**src/rtl/draw_rect_layer_engine.sv**
```systemverilog
// Multi-rectangle overlay: shadow/active slot sets, two-stage hit/priority pipeline.
// Optional blinking slots are built when DRAW_RECT_BLINK_EN is defined.
module draw_rect_layer_engine #(
   parameter int NUM_RECTS    = 4,
   parameter int COORD_W      = 16,
   parameter int COLOR_W      = 12,
   parameter int FB_WIDTH     = 800,
   parameter int ADDR_W       = 19,
   parameter int BLINK_FRAMES = 30,
   localparam int IDX_W       = (NUM_RECTS > 1) ? $clog2(NUM_RECTS) : 1
) (
   input  logic               clk,
   input  logic               rst,
   input  logic               cfg_valid,
   output logic               cfg_ready,
   input  logic [IDX_W-1:0]   cfg_idx,
   input  logic [COORD_W-1:0] cfg_x0,
   input  logic [COORD_W-1:0] cfg_y0,
   input  logic [COORD_W-1:0] cfg_x1,
   input  logic [COORD_W-1:0] cfg_y1,
   input  logic [2:0]         cfg_color,
   input  logic               cfg_en,
   input  logic               cfg_blink,
   input  logic               frame_start,
   input  logic               blank,
   input  logic [COORD_W-1:0] h_pos,
   input  logic [COORD_W-1:0] v_pos,
   output logic [ADDR_W-1:0]  addr,
   output logic [COLOR_W-1:0] data_out,
   output logic               hit,
   output logic [IDX_W-1:0]   hit_idx
);
   localparam int FULL_W = COORD_W + 33;

   typedef struct packed {
      logic               en;
      logic               blink;
      logic [2:0]         color;
      logic [COORD_W-1:0] x0;
      logic [COORD_W-1:0] y0;
      logic [COORD_W-1:0] x1;
      logic [COORD_W-1:0] y1;
   } slot_t;

   slot_t shadow_q [NUM_RECTS];
   slot_t shadow_d [NUM_RECTS];
   slot_t active_q [NUM_RECTS];
   slot_t active_d [NUM_RECTS];
   logic  rst_state_q;
   logic  cfg_fire;
   slot_t new_slot;

   logic [NUM_RECTS-1:0] slot_vis;
   logic [NUM_RECTS-1:0] slot_hit;
   logic [NUM_RECTS-1:0] hitv1_q, hitv1_d;
   logic [2:0]           col1_q [NUM_RECTS];
   logic [2:0]           col1_d [NUM_RECTS];
   logic [COORD_W-1:0]   h1_q, h1_d, v1_q, v1_d;
   logic                 blank1_q, blank1_d;

   logic [COLOR_W-1:0] data_q, data_d;
   logic               hit_q, hit_d;
   logic [IDX_W-1:0]   hit_idx_q, hit_idx_d;
   logic [ADDR_W-1:0]  addr_q, addr_d;

   // Writes are refused in the commit cycle so a write can never race the copy.
   assign cfg_ready = !rst_state_q && !frame_start;
   assign cfg_fire  = cfg_valid && cfg_ready;

`ifdef DRAW_RECT_BLINK_EN
   localparam int CNT_W = (BLINK_FRAMES > 1) ? $clog2(BLINK_FRAMES) : 1;
   logic [CNT_W-1:0] blink_cnt_q, blink_cnt_d;
   logic             blink_phase_q, blink_phase_d;

   always_comb begin
      blink_cnt_d   = blink_cnt_q;
      blink_phase_d = blink_phase_q;
      if (frame_start) begin
         if (blink_cnt_q == CNT_W'(BLINK_FRAMES - 1)) begin
            blink_cnt_d   = '0;
            blink_phase_d = !blink_phase_q;
         end else begin
            blink_cnt_d = blink_cnt_q + 1'b1;
         end
      end
   end

   always_ff @(posedge clk or posedge rst) begin
      if (rst) begin
         blink_cnt_q   <= '0;
         blink_phase_q <= 1'b0;
      end else begin
         blink_cnt_q   <= blink_cnt_d;
         blink_phase_q <= blink_phase_d;
      end
   end

   always_comb begin
      new_slot       = '0;
      new_slot.blink = cfg_blink;
      new_slot.en    = cfg_en;
      new_slot.color = cfg_color;
      new_slot.x0    = cfg_x0;
      new_slot.y0    = cfg_y0;
      new_slot.x1    = cfg_x1;
      new_slot.y1    = cfg_y1;
   end
`else
   localparam int BLINK_FRAMES_UNUSED = BLINK_FRAMES;
   logic blink_unused;
   assign blink_unused = cfg_blink;

   always_comb begin
      new_slot       = '0;
      new_slot.blink = 1'b0;
      new_slot.en    = cfg_en;
      new_slot.color = cfg_color;
      new_slot.x0    = cfg_x0;
      new_slot.y0    = cfg_y0;
      new_slot.x1    = cfg_x1;
      new_slot.y1    = cfg_y1;
   end
`endif

   // Out-of-range cfg_idx matches no slot, so the write is silently dropped.
   always_comb begin
      for (int i = 0; i < NUM_RECTS; i++) begin
         shadow_d[i] = shadow_q[i];
         active_d[i] = frame_start ? shadow_q[i] : active_q[i];
         if (cfg_fire && (cfg_idx == IDX_W'(i)))
            shadow_d[i] = new_slot;
      end
   end

   genvar gi;
   generate
      for (gi = 0; gi < NUM_RECTS; gi++) begin : g_slot
`ifdef DRAW_RECT_BLINK_EN
         assign slot_vis[gi] = active_q[gi].en && !(active_q[gi].blink && blink_phase_q);
`else
         assign slot_vis[gi] = active_q[gi].en && !active_q[gi].blink;
`endif
         assign slot_hit[gi] = slot_vis[gi]
                               && (h_pos >= active_q[gi].x0) && (h_pos <= active_q[gi].x1)
                               && (v_pos >= active_q[gi].y0) && (v_pos <= active_q[gi].y1);
      end
   endgenerate

   always_comb begin
      hitv1_d  = slot_hit;
      h1_d     = h_pos;
      v1_d     = v_pos;
      blank1_d = blank;
      for (int i = 0; i < NUM_RECTS; i++)
         col1_d[i] = active_q[i].color;
   end

   function automatic logic [COLOR_W-1:0] palette(input logic [2:0] c);
      logic [11:0]        p;
      logic [COLOR_W-1:0] o;
      case (c)
         3'd1:    p = 12'hF00;
         3'd2:    p = 12'h0F0;
         3'd3:    p = 12'h00F;
         3'd4:    p = 12'hFFF;
         default: p = 12'h000;
      endcase
      o = '0;
      for (int k = 0; k < COLOR_W; k++)
         o[COLOR_W-1-k] = p[11 - ((k * 12) / COLOR_W)];
      return o;
   endfunction

   // Scan from the top so the lowest set index is the one left standing.
   always_comb begin
      logic             win;
      logic [IDX_W-1:0] widx;
      logic [2:0]       wcol;
      win  = 1'b0;
      widx = '0;
      wcol = '0;
      for (int i = NUM_RECTS - 1; i >= 0; i--) begin
         if (hitv1_q[i]) begin
            win  = 1'b1;
            widx = IDX_W'(i);
            wcol = col1_q[i];
         end
      end
      hit_d     = win && !blank1_q;
      hit_idx_d = hit_d ? widx : '0;
      data_d    = hit_d ? palette(wcol) : '0;
      addr_d    = ADDR_W'(FULL_W'(v1_q) * FULL_W'(FB_WIDTH) + FULL_W'(h1_q));
   end

   always_ff @(posedge clk or posedge rst) begin
      if (rst) begin
         rst_state_q <= 1'b1;
         for (int i = 0; i < NUM_RECTS; i++) begin
            shadow_q[i] <= '0;
            active_q[i] <= '0;
            col1_q[i]   <= '0;
         end
         hitv1_q   <= '0;
         h1_q      <= '0;
         v1_q      <= '0;
         blank1_q  <= 1'b0;
         data_q    <= '0;
         hit_q     <= 1'b0;
         hit_idx_q <= '0;
         addr_q    <= '0;
      end else begin
         rst_state_q <= 1'b0;
         for (int i = 0; i < NUM_RECTS; i++) begin
            shadow_q[i] <= shadow_d[i];
            active_q[i] <= active_d[i];
            col1_q[i]   <= col1_d[i];
         end
         hitv1_q   <= hitv1_d;
         h1_q      <= h1_d;
         v1_q      <= v1_d;
         blank1_q  <= blank1_d;
         data_q    <= data_d;
         hit_q     <= hit_d;
         hit_idx_q <= hit_idx_d;
         addr_q    <= addr_d;
      end
   end

   assign data_out = data_q;
   assign hit      = hit_q;
   assign hit_idx  = hit_idx_q;
   assign addr     = addr_q;
endmodule

```
**config.mk**
```make
export PLATFORM = sky130hd
export DESIGN_NAME = draw_rect_layer_engine
export DESIGN_NICKNAME = d
export VERILOG_FILES = /design/src/rtl/draw_rect_layer_engine.sv
export SDC_FILE = /design/constraint.sdc
export NUM_CORES = 1
export LEC_CHECK = 0
export ABC_AREA = 1
export ABC_CLOCK_PERIOD_IN_PS = 19300
export BUFFER_PORTS_ARGS = -buffer_cell sky130_fd_sc_hd__buf_4
export CAP_MARGIN = 25
export CORE_ASPECT_RATIO = 0.8
export CORE_MARGIN = 2
export CORE_UTILIZATION = 56
export CTS_CLUSTER_DIAMETER = 200
export DETAILED_ROUTE_END_ITERATION = 12
export PLACE_DENSITY = 0.85
export SLEW_MARGIN = 20
export SYNTH_ARGS = -nofsm -noshare
export SYNTH_HDL_FRONTEND = slang
export SYNTH_SLANG_ARGS = --single-unit
```
**constraint.sdc**
```tcl
create_clock -name clk -period 19.3 [get_ports clk]
set_clock_uncertainty 0.15 [all_clocks]
set_input_delay 2.895 -clock clk [delete_from_list [all_inputs] [get_ports clk]]
set_output_delay 2.895 -clock clk [all_outputs]
set_load 0.1 [all_outputs]
```
# ---- Word-level counts from Yosys, hierarchy flattened
# Index checks and enable logic that the tools add are counted.
dict set report op_classes {
  add_sub_neg 1
  mul 1
  magnitude_cmp 16
  n_eq_ne 7
  muxes 15
  n_reduce_logical 27
}
# op n
set op_table {}
lappend op_table {{$ge A16 B16 Y1} 8}
lappend op_table {{$le A16 B16 Y1} 8}
lappend op_table {{$pmux W12 S4} 1}
lappend op_table {{$logic_and A1 B1 Y1} 23}
lappend op_table {{$add A19 B16 Y19} 1}
lappend op_table {{$mul A16 B5 Y14 const B} 1}
lappend op_table {{$mux W12} 1}
lappend op_table {{$mux W3} 4}
lappend op_table {{$mux W2} 5}
lappend op_table {{$eq A3 B2 Y1 const B} 2}
lappend op_table {{$eq A2 B2 Y1 const B} 2}
lappend op_table {{$mux W1} 4}
lappend op_table {{$eq A3 B1 Y1 const B} 1}
lappend op_table {{$eq A3 B3 Y1 const B} 1}
lappend op_table {{$logic_not A1 Y1} 3}
lappend op_table {{$eq A2 B1 Y1 const B} 1}
lappend op_table {{$logic_not A2 Y1} 1}
dict set report word_totals {
  regBits 628
  inputBits 108
  out_inout_bits 35
  elab_cells 128
}

# ---- Longest topological paths before layout
# Gate-level depths: netlist of run 1.
dict set report depth {
  ltp_word 7
  mapped_depth 19
}

# ---- Worst setup path after synthesis of run 1
# OpenSTA, ideal clock, no wires.
dict set report synth_timing {
  path_type {input -> output}
  from {in frame_start}
  to {out cfg_ready}
  arrival_time_ps 4882
  required_time_ps 16255
  path_slack_ps 11373
  cell_stages 5
  path_cell_list {buf_2 -> buf_2 -> clkbuf_1 -> clkbuf_1 -> nor2_1}
}
dict set report synth_between {
  elab_chain_cells 2
}
# item line
set synth_rtl {}
lappend synth_rtl {{from (decl)} 24} ;# input logic frame_start,
lappend synth_rtl {{$logic_not A1 Y1} 67} ;# assign cfg_ready = !rst_state_q && !frame_start;
lappend synth_rtl {{$logic_and A1 B1 Y1} 67}
lappend synth_rtl {{to (decl)} 15} ;# output logic cfg_ready,
# No other way between the ends.

# ---- Worst setup path after layout of run 1
# Same ends and word-level chain as after synthesis.

==> metrics.cfg, run 1 <==
[clock_network]
cts_resized = 0
holdBufCountCts = 0
cts_setup_buffers = 0
cts_buffers = 57
cts_root_buf = clkbuf_16
cts_buffer_depth = 3
h-tree-depth = 2
clk_pin_slew_ps = 60
insertion_delay_ps = 630
cts_tree = done
clkSinkCount = 617

[sta]
rsz0062_at_grt = no
tns_ps = 0
fin_crit_ps = 6800
slew_violations = 0
setup_violations = 0
hold_viol_final = 0
max_freq_ghz = 0.147
slew-limit-headroom = 0.387
worst_slew_pin_slew_ps = 920
fin_crit_sh = 0.352

[global_route]
grt_max_degree = 192
grt_first_pass_wirelength_mm = 112
grt.total_usage = 0.257
grt_pass1_vias = 22057
antenna_found_initial = 0
grt_overflow_total = 0

[synthesis]
synthesis.area_mm2 = 0.0296
synthFlopType = dfrtp_1
synth-seq-area-share = 0.522
synth_cell_types = 35
synth-seq-cells = 617
syn_nets = 3640
syn_avg_cell_area_um2 = 9.17
yosysWarnings = 0
synthArstFlopShare = 1.00
synth-edff-count = 0
synthCells = 3226

[floorplanning]
num_rows = 75
die_w_um = 261
dieArea_mm2 = 0.0547
die_y_um = 210
start_util = 0.566
coreArea_mm2 = 0.0523
ioPinCount = 143

[power]
p_leak_uw = 0.0169
power_density_mw_per_mm2 = 112
ir_worst_vdd_mv = 0.0804

[cells_and_area]
drive_gt1_frac = 0.0888
final_common_cell = nand2_1
multi_input_area_mm2 = 0.0119
nFillCells = 3984
regArea_mm2 = 0.0154
layoutNonFillerInstCount = 4062
final_cell_mix = 776 x nand2_1, 616 x dfrtp_1, 517 x o21ai_0
synthToLayoutAreaGrowth_pct = 12.3
nNetsFinal = 3738
diodes = 0

[placement]
port_buffers = 141
place_congestion = 0.858
dp.cells = 3951
place_hpwl_mm = 45.2

[worst_setup_path]
cp.required_ps = 16260
endpoint_kind = output pin
cp.arrival_ps = 3760
worstSetupStartpointType = input pin
crit_chain = buf_8, nor2_1, buf_4
rrSetupSlack_ps = 15310
cp_max_fo = 93
slowest_stage = buf_8
critPathKind = input pin to output pin
critPathMaxStageDelay_ps = 410

[routing]
post-route-drc-count = 0
drt-initial-drc-count = 2019
wirelength_mm = 68.1
vias = 22116
ant_nets = 0
drt-pass1-iter-count = 5
post_drt_wl_per_cell_um = 16.8
routed_via_density = 5.44

[worst_hold_path]
hp-class = flip-flop to flip-flop

[outcome]
status = finished, final reports clean

[flow_run]
maxCapViolCount = 0

==> cells in the mapped netlist, types with 4 or more instances <==
library cell / count / area share
o21ai_1: 40 / 0.0068
nand3_1: 55 / 0.0093
nand4_1: 23 / 0.0049
buf_6: 4 / 0.0015
a21o_1: 5 / 0.0013
nand2_1: 776 / 0.098
buf_2: 31 / 0.0052
o21a_1: 7 / 0.0018
ha_1: 297 / 0.13
clkbuf_1: 77 / 0.0098
nor2_1: 85 / 0.011
buf_4: 12 / 0.0030
fa_1: 9 / 0.0061
xor2_1: 14 / 0.0041
xnor2_1: 5 / 0.0015
o21bai_1: 7 / 0.0018
o21ai_0: 517 / 0.087
inv_1: 449 / 0.057
mux2_2: 32 / 0.012
a21oi_1: 143 / 0.024
dfrtp_1: 616 / 0.52
nor3_1: 4 / 0.00068
==> layer usage <==
layer  GRT usage  wire, um  vias to the layer above  share of wire
met5           0         0                        -              0
li1            -         -                    10598              -
met3      0.0420      4710                      127          0.069
met2       0.409     31800                      687           0.47
met1       0.365     30000                    10704           0.44
met4      0.0739      1610                        0          0.024
==> layout make-up <==
| cell class | count | share of cell area |
|---|---|---|
| Tap cell | 693 | 0.0261 |
| Sequential cell | 617 | 0.465 |
| Multi-Input combinational cell | 2036 | 0.358 |
| Clock inverter | 29 | 0.00931 |
| Timing Repair Buffer | 163 | 0.0414 |
| Clock buffer | 75 | 0.0490 |
| Inverter | 449 | 0.0509 |
==> stage by stage <==
stage                     hold WS [ps]   util  power, uW  worst slack, ps  cell area [um2]
after global placement             181  0.595       2480            12530            31100
final                              205  0.635       3720            12500            33200
after CTS                          203  0.632       3720            12520            33000
after global routing               212  0.635       3940            12450            33200
after floorplan                    181      -       2300             7830            29600
after detailed placement           189  0.595       2540            12530            31100
==> final timing paths <==
check / start / to / cells past startpoint
worst max-delay path: frame_start / cfg_ready / 3
worst min-delay path: h1_q[4]$_DFF_PP0_ / addr[4]$_DFF_PP0_ / 0
worst max register to register: v1_q[3]$_DFF_PP0_ / addr[18]$_DFF_PP0_ / 19
worst min register to register: h1_q[4]$_DFF_PP0_ / addr[4]$_DFF_PP0_ / 0
max in group asynchronous: rst / shadow_q[143]$_DFFE_PP0P_ / 6
min in group asynchronous: rst / addr[7]$_DFF_PP0_ / 2
==> cells by family after synthesis <==
family,count (synthesis),share of synthesized area
flops,617,0.522
other cells,1,0.000127
fa+ha+maj,306,0.132
xor+xnor,19,0.00563
mux,32,0.0122
compound gates,725,0.125
simple gates,953,0.127
buf+inv,573,0.0766
==> power by group <==
group / switching (uW) / internal, uW
Clock: 496 / 672
Sequential: 107 / 1540
Combinational: 583 / 314
Total: 1190 / 2530
==> state kept, by name (all words and copies together), names as in the netlist <==
signal	flops
active_q	272
shadow_q	272
addr	19
h1_q	16
v1_q	14
col1_q	12
hitv1_q	4
data_out	3
hit_idx	2
blank1_q	1
hit	1
rst_state_q	1
==> worst max-delay path, delay by kind of cell <==
family	cells	cell delay [ps]
AND/OR/NAND/NOR	1	110
buffers and inverters	2	670
Power figures use the tool's default switching activity.
==> inputs of run 2 (changes only) <==
--- a/config.mk
+++ b/config.mk
@@ -6,7 +6,7 @@
 export NUM_CORES = 1
 export LEC_CHECK = 0
 export ABC_AREA = 1
-export ABC_CLOCK_PERIOD_IN_PS = 19300
+export ABC_CLOCK_PERIOD_IN_PS = 6050
 export BUFFER_PORTS_ARGS = -buffer_cell sky130_fd_sc_hd__buf_4
 export CAP_MARGIN = 25
 export CORE_ASPECT_RATIO = 0.8
==> constraint.sdc (replaced) <==
create_clock -name clk -period 6.05 [get_ports clk]
set_clock_uncertainty 0.15 [all_clocks]
set_input_delay 0.9075 -clock clk [delete_from_list [all_inputs] [get_ports clk]]
set_output_delay 0.9075 -clock clk [all_outputs]
set_load 0.1 [all_outputs]
==> run 2 against run 1 <==
Final cell count is the same. Register-to-register slack lost 13000 ps. First-iteration DRC count grew 13%. Highest routed layer unchanged.
==> metrics.cfg, run 2 (synthesized netlist as in run 1, its figures left out) <==
[clock_network]
cts_buffers = 59
holdBufCountCts = 0
cts_tree = done
cts_setup_buffers = 0
clkSinkCount = 617
h-tree-depth = 2
cts_root_buf = clkbuf_16
cts_buffer_depth = 3
clk_pin_slew_ps = 70
cts_resized = 0
insertion_delay_ps = 630

[flow_run]
maxCapViolCount = 0

[power]
total_power_uw = 12100
power_density_mw_per_mm2 = 365
p_leak_uw = 0.0169
ir_worst_vdd_mv = 0.257

[worst_setup_path]
reg2reg_from = v1_q[2]$_DFF_PP0_
critPathKind = flip-flop to flip-flop
slowest_stage = fa_1
worstSetupStartpointType = flip-flop
cp_max_fo = 5
rrSetupSlack_ps = 2030
crit_chain = ha_1, ha_1, fa_1, ha_1, a21oi_1, nand2_1, a21oi_1, xor2_1, ha_1, nand2_1, nor2_1, nand3_1, nand3_1, nand3_1, nand3_1, nand2_1
endpoint_kind = flip-flop
crit_buf_inv = 0
critPathMaxStageDelay_ps = 490
cp.arrival_ps = 4390
cp.required_ps = 6420
reg2regPathDepth = 16
r2r-end = addr[18]$_DFF_PP0_
cp_top_family = adder cells

[floorplanning]
dieArea_mm2 = 0.0547
num_rows = 75
die_y_um = 210
coreArea_mm2 = 0.0523
ioPinCount = 143
die_w_um = 261
start_util = 0.566

[routing]
drt-pass1-iter-count = 5
post-route-drc-count = 0
ant_nets = 0
wirelength_mm = 68.9
vias = 22240
routed_via_density = 5.48
drt-initial-drc-count = 2282
post_drt_wl_per_cell_um = 17.0

[cells_and_area]
final_cell_mix = 776 x nand2_1, 616 x dfrtp_1, 517 x o21ai_0
design_area_mm2 = 0.0333
diodes = 0
synthToLayoutAreaGrowth_pct = 12.6
final_common_cell = nand2_1
drive_gt1_frac = 0.0879
nNetsFinal = 3733
nFillCells = 3996

[placement]
place_congestion = 0.878
dp_slack_ps = 2170
place_hpwl_mm = 45.2
port_buffers = 141
dpl_cell_area_mm2 = 0.0311

[worst_hold_path]
hp-class = input pin to async pin

[sta]
fin_crit_sh = 0.664
hold_viol_final = 0
setup_ws_ps = 2030
fin_crit_ps = 4020
slew_violations = 0
slew-limit-headroom = 0.285
worst_slew_pin_slew_ps = 1070
rsz0062_at_grt = no
max_freq_ghz = 0.249
setup_violations = 0

[outcome]
status = finished, final reports clean

[global_route]
grt_overflow_total = 0
grt.total_usage = 0.261
grt_pass1_vias = 22521
antenna_found_initial = 0
grt_first_pass_wirelength_mm = 114
grt_max_degree = 294

-- run 2: changes by cell type in the layout (fill, tap and decap cells not counted), sizes merged --
cell	previous run	this run
clkbuf	75	84
clkinv	20	11
buf	163	156
clkinvlp	2	6
bufinv	6	9
-- run 2: worst max-delay path by stage --
stage                                  from                       to  slack (ps)  cells past startpoint
after floorplan                         rst  active_q[0]$_DFFE_PP0P_       -3430                      1
after global placement    v1_q[2]$_DFF_PP0_       addr[18]$_DFF_PP0_        2210                     16
after detailed placement  v1_q[2]$_DFF_PP0_       addr[18]$_DFF_PP0_        2170                     16
after CTS                 v1_q[2]$_DFF_PP0_       addr[18]$_DFF_PP0_        2080                     16
after global routing      v1_q[2]$_DFF_PP0_       addr[18]$_DFF_PP0_        1860                     16
final                     v1_q[2]$_DFF_PP0_       addr[18]$_DFF_PP0_        2030                     16
-- run 2: routing by layer --
metal | vias to the layer above | global-route usage | share of wire
met5 | - | 0 | 0
met4 | 0 | 0.0887 | 0.029
met3 | 164 | 0.0424 | 0.066
met2 | 674 | 0.418 | 0.47
met1 | 10801 | 0.363 | 0.44
li1 | 10601 | - | -
-- run 2: cell type report --
cell class,instances,area [um2],share of cell area
clock buffers,84,1740,0.0524
clock inverters,27,392,0.0118
inverters,449,1690,0.0507
multi-input cells,2036,11900,0.357
flip-flops and latches,617,15400,0.464
well taps,693,867,0.0260
repair buffers,156,1260,0.0379
-- run 2: stage by stage --
| stage | utilization | TNS [ps] | std cells | hold WS [ps] |
|---|---|---|---|---|
| after global routing | 0.637 | 0 | 4062 | 123 |
| after floorplan | - | -2112520 | 3226 | 181 |
| final | 0.637 | 0 | 4062 | 118 |
| after CTS | 0.636 | 0 | 4061 | 98.0 |
| after detailed placement | 0.596 | 0 | 3950 | 186 |
| after global placement | 0.595 | 0 | 3949 | 183 |
-- run 2: report_power, final --
group | switching [uW] | total, uW | internal, uW | leakage [uW]
combinational | 1860 | 2860 | 996 | 0.00804
clock | 1620 | 4010 | 2390 | 0.00104
sequential | 345 | 5270 | 4920 | 0.00785
==> inputs of run 3 (changes only) <==
--- a/config.mk
+++ b/config.mk
@@ -5,13 +5,13 @@
 export SDC_FILE = /design/constraint.sdc
 export NUM_CORES = 1
 export LEC_CHECK = 0
-export ABC_AREA = 1
-export ABC_CLOCK_PERIOD_IN_PS = 6050
+export ABC_AREA = 0
+export ABC_CLOCK_PERIOD_IN_PS = 3820
 export BUFFER_PORTS_ARGS = -buffer_cell sky130_fd_sc_hd__buf_4
 export CAP_MARGIN = 25
 export CORE_ASPECT_RATIO = 0.8
 export CORE_MARGIN = 2
-export CORE_UTILIZATION = 56
+export CORE_UTILIZATION = 59
 export CTS_CLUSTER_DIAMETER = 200
 export DETAILED_ROUTE_END_ITERATION = 12
 export PLACE_DENSITY = 0.85
==> constraint.sdc (replaced) <==
create_clock -name clk -period 3.82 [get_ports clk]
set_clock_uncertainty 0.15 [all_clocks]
set_input_delay 0.573 -clock clk [delete_from_list [all_inputs] [get_ports clk]]
set_output_delay 0.573 -clock clk [all_outputs]
set_load 0.1 [all_outputs]
==> run 3 against run 2 <==
Combinational power up 71%. Fmax up 9.1%. Global-route usage up 1.3 points. Highest routed layer is now met5. Largest power group unchanged. Core utilization up 3.8 points. Power up 60%. Die area down 5.7%.
==> metrics.cfg, run 3 <==
[worst_hold_path]
hp-class = input pin to flip-flop
min-delay-start = h_pos[2]
hold-path-cell-count = 1
whs_endpoint = h1_q[2]$_DFF_PP0_

[routing]
routed_via_density = 5.80
wirelength_mm = 69.0
post-route-drc-count = 0
drt-initial-drc-count = 1538
drt-pass1-iter-count = 7
vias = 19835
post_drt_wl_per_cell_um = 20.2
ant_nets = 0

[cells_and_area]
final_common_cell = dfrtp_1
layoutNonFillerInstCount = 3421
drive_gt1_frac = 0.217
final_cell_mix = 616 x dfrtp_1, 303 x mux2_2, 292 x ha_1
nNetsFinal = 3110
synthToLayoutAreaGrowth_pct = 13.6

[power]
combPwrFrac = 0.253
p_clk_frac = 0.305
ir_worst_vdd_mv = 0.434
p_int_uw = 13400
swShare = 0.308
power_density_mw_per_mm2 = 581
p_leak_uw = 0.0161
p_sw_uw = 5960
p_seq_frac = 0.441

[worst_setup_path]
cp.required_ps = 4170
critPathKind = flip-flop to flip-flop
worstSetupStartpointType = flip-flop
reg2reg_from = v1_q[4]$_DFF_PP0_
cp.arrival_ps = 4040
r2r-end = addr[17]$_DFF_PP0_
endpoint_kind = flip-flop
reg2regPathDepth = 16
cp_max_fo = 6
rrSetupSlack_ps = 140

[synthesis]
syn_avg_cell_area_um2 = 11.5
synth_area_leaders = dfrtp_1 53%, ha_1 13%, mux2_2 12%
synthesis.area_mm2 = 0.0294
syn_nets = 2970
synth_most_common_cell = dfrtp_1
yosys.area.top_type = dfrtp_1
synthFlopType = dfrtp_1
synthCells = 2556
synth_cell_types = 58
yosysWarnings = 0
synth-edff-count = 0
synth-seq-cells = 617
yosysTopAreaCellShare = 0.525
synthArstFlopShare = 1.00
synth-seq-area-share = 0.526
yosys-top-cells-count = 616 x dfrtp_1, 303 x mux2_2, 297 x ha_1

[sta]
fin_crit_sh = 0.965
setup_violations = 0
max_freq_ghz = 0.271
rsz0062_at_grt = yes
slew_violations = 0
fin_crit_ps = 3680
worst_slew_pin_slew_ps = 914
whs_ps = 32.7
slew-limit-headroom = 0.391
hold_viol_final = 0

[global_route]
grt_pass1_vias = 20885
grt_overflow_total = 0
antenna_found_initial = 7
grt_first_pass_wirelength_mm = 110
grt_max_degree = 241
grt.total_usage = 0.273

[clock_network]
cts_buffers = 59
cts_root_buf = clkbuf_16
clkSinkCount = 617
h-tree-depth = 2
cts_tree = done
cts_buffer_depth = 3
clk_pin_slew_ps = 60
insertion_delay_ps = 620

[placement]
port_buffers = 141
place_congestion = 0.863
place_hpwl_mm = 46.6
dp.cells = 3300

[floorplanning]
num_rows = 73
die_y_um = 204
die_w_um = 253
start_util = 0.594
ioPinCount = 143
coreArea_mm2 = 0.0494
dieArea_mm2 = 0.0516

[outcome]
status = finished, final reports clean

[flow_run]
maxCapViolCount = 0

==> run 3: how the worst max path moves through the flow <==
stage / from / to / slack [ps] / cells past startpoint
2_1_floorplan: rst / active_q[0]$_DFFE_PP0P_ / -5320 / 1
4_1_cts: v1_q[4]$_DFF_PP0_ / addr[17]$_DFF_PP0_ / 0.04 / 16
3_3_place_gp: v1_q[4]$_DFF_PP0_ / addr[17]$_DFF_PP0_ / 20 / 16
5_1_grt: v1_q[3]$_DFF_PP0_ / addr[18]$_DFF_PP0_ / -40 / 16
6_report: v1_q[4]$_DFF_PP0_ / addr[17]$_DFF_PP0_ / 140 / 16
3_5_place_dp: v1_q[4]$_DFF_PP0_ / addr[17]$_DFF_PP0_ / -60 / 16
==> run 3: final cells by class <==
class	instances	area [um2]
Clock inverter	19	209
Sequential cell	617	15400
Tap cell	675	845
Inverter	282	1060
Multi-Input combinational cell	1561	12500
Timing Repair Buffer	175	1520
Clock buffer	87	1740
Fill cell	3352	16100
Antenna cell	5	12.5
==> run 3: power groups by stage <==
stage / Sequential, uW / Clock (uW) / Combinational (uW)
floorplan: 8960 / 0 / 2980
global placement: 8540 / 0 / 4370
detailed placement: 8630 / 0 / 4690
CTS: 8530 / 5970 / 4780
global route: 8680 / 6260 / 5440
finish: 8550 / 5920 / 4900
==> run 3: metrics by stage <==
| step | cell area, um2 | setup TNS (ps) | total power [uW] | util | setup WS, ps |
|---|---|---|---|---|---|
| after floorplan | 29400 | -3282040 | 11900 | - | -5320 |
| after global placement | 31200 | 0 | 12900 | 0.631 | 15.1 |
| after detailed placement | 31200 | -61.6 | 13300 | 0.631 | -61.6 |
| after CTS | 33200 | 0 | 19300 | 0.672 | 0.0373 |
| after global routing | 33300 | -104 | 20400 | 0.675 | -37.3 |
| final | 33400 | 0 | 19400 | 0.675 | 135 |
==> run 3: timing repair <==
action,in CTS,in global routing
cloned,0,0
hold endpoints to repair,18,1
setup endpoints to repair,3,4
pin swaps,1,8
hold buffers,4,1
setup buffers,1,4
resized for setup,3,17
==> run 3: cells by family (layout without fill, tap and decap cells) <==
logic type / Yosys count / in the layout / synth area share
AOI/OAI and AO/OA: 498 / 498 / 0.0992
other: 1 / 6 / 0.000128
adders and majority gates: 306 / 306 / 0.133
muxes: 305 / 305 / 0.117
xor gates and xnor gates: 24 / 24 / 0.00716
and+or+nand+nor: 427 / 427 / 0.0659
buffers and inverters: 378 / 563 / 0.0520
DFF: 617 / 617 / 0.526
==> run 3: per-layer routing <==
metal / global-route usage / wire (um) / up-vias
met3: 0.0489 / 4430 / 157
met5: 0 / 13 / -
met1: 0.372 / 29600 / 10009
li1: - / - / 9036
met2: 0.448 / 32900 / 631
met4: 0.0894 / 1980 / 2
==> run 3: worst max-delay path, cell delays in order, from the launching register on <==
cell	delay [ps]
dfrtp_1	410
ha_1	310
ha_1	270
inv_1	50
fa_1	500
inv_1	70
ha_4	300
nand3_1	90
o211ai_2	160
o21a_1	200
nor2_2	80
ha_4	310
nand2_1	90
o31ai_4	210
a21o_1	150
nand2_1	70
xnor2_1	150
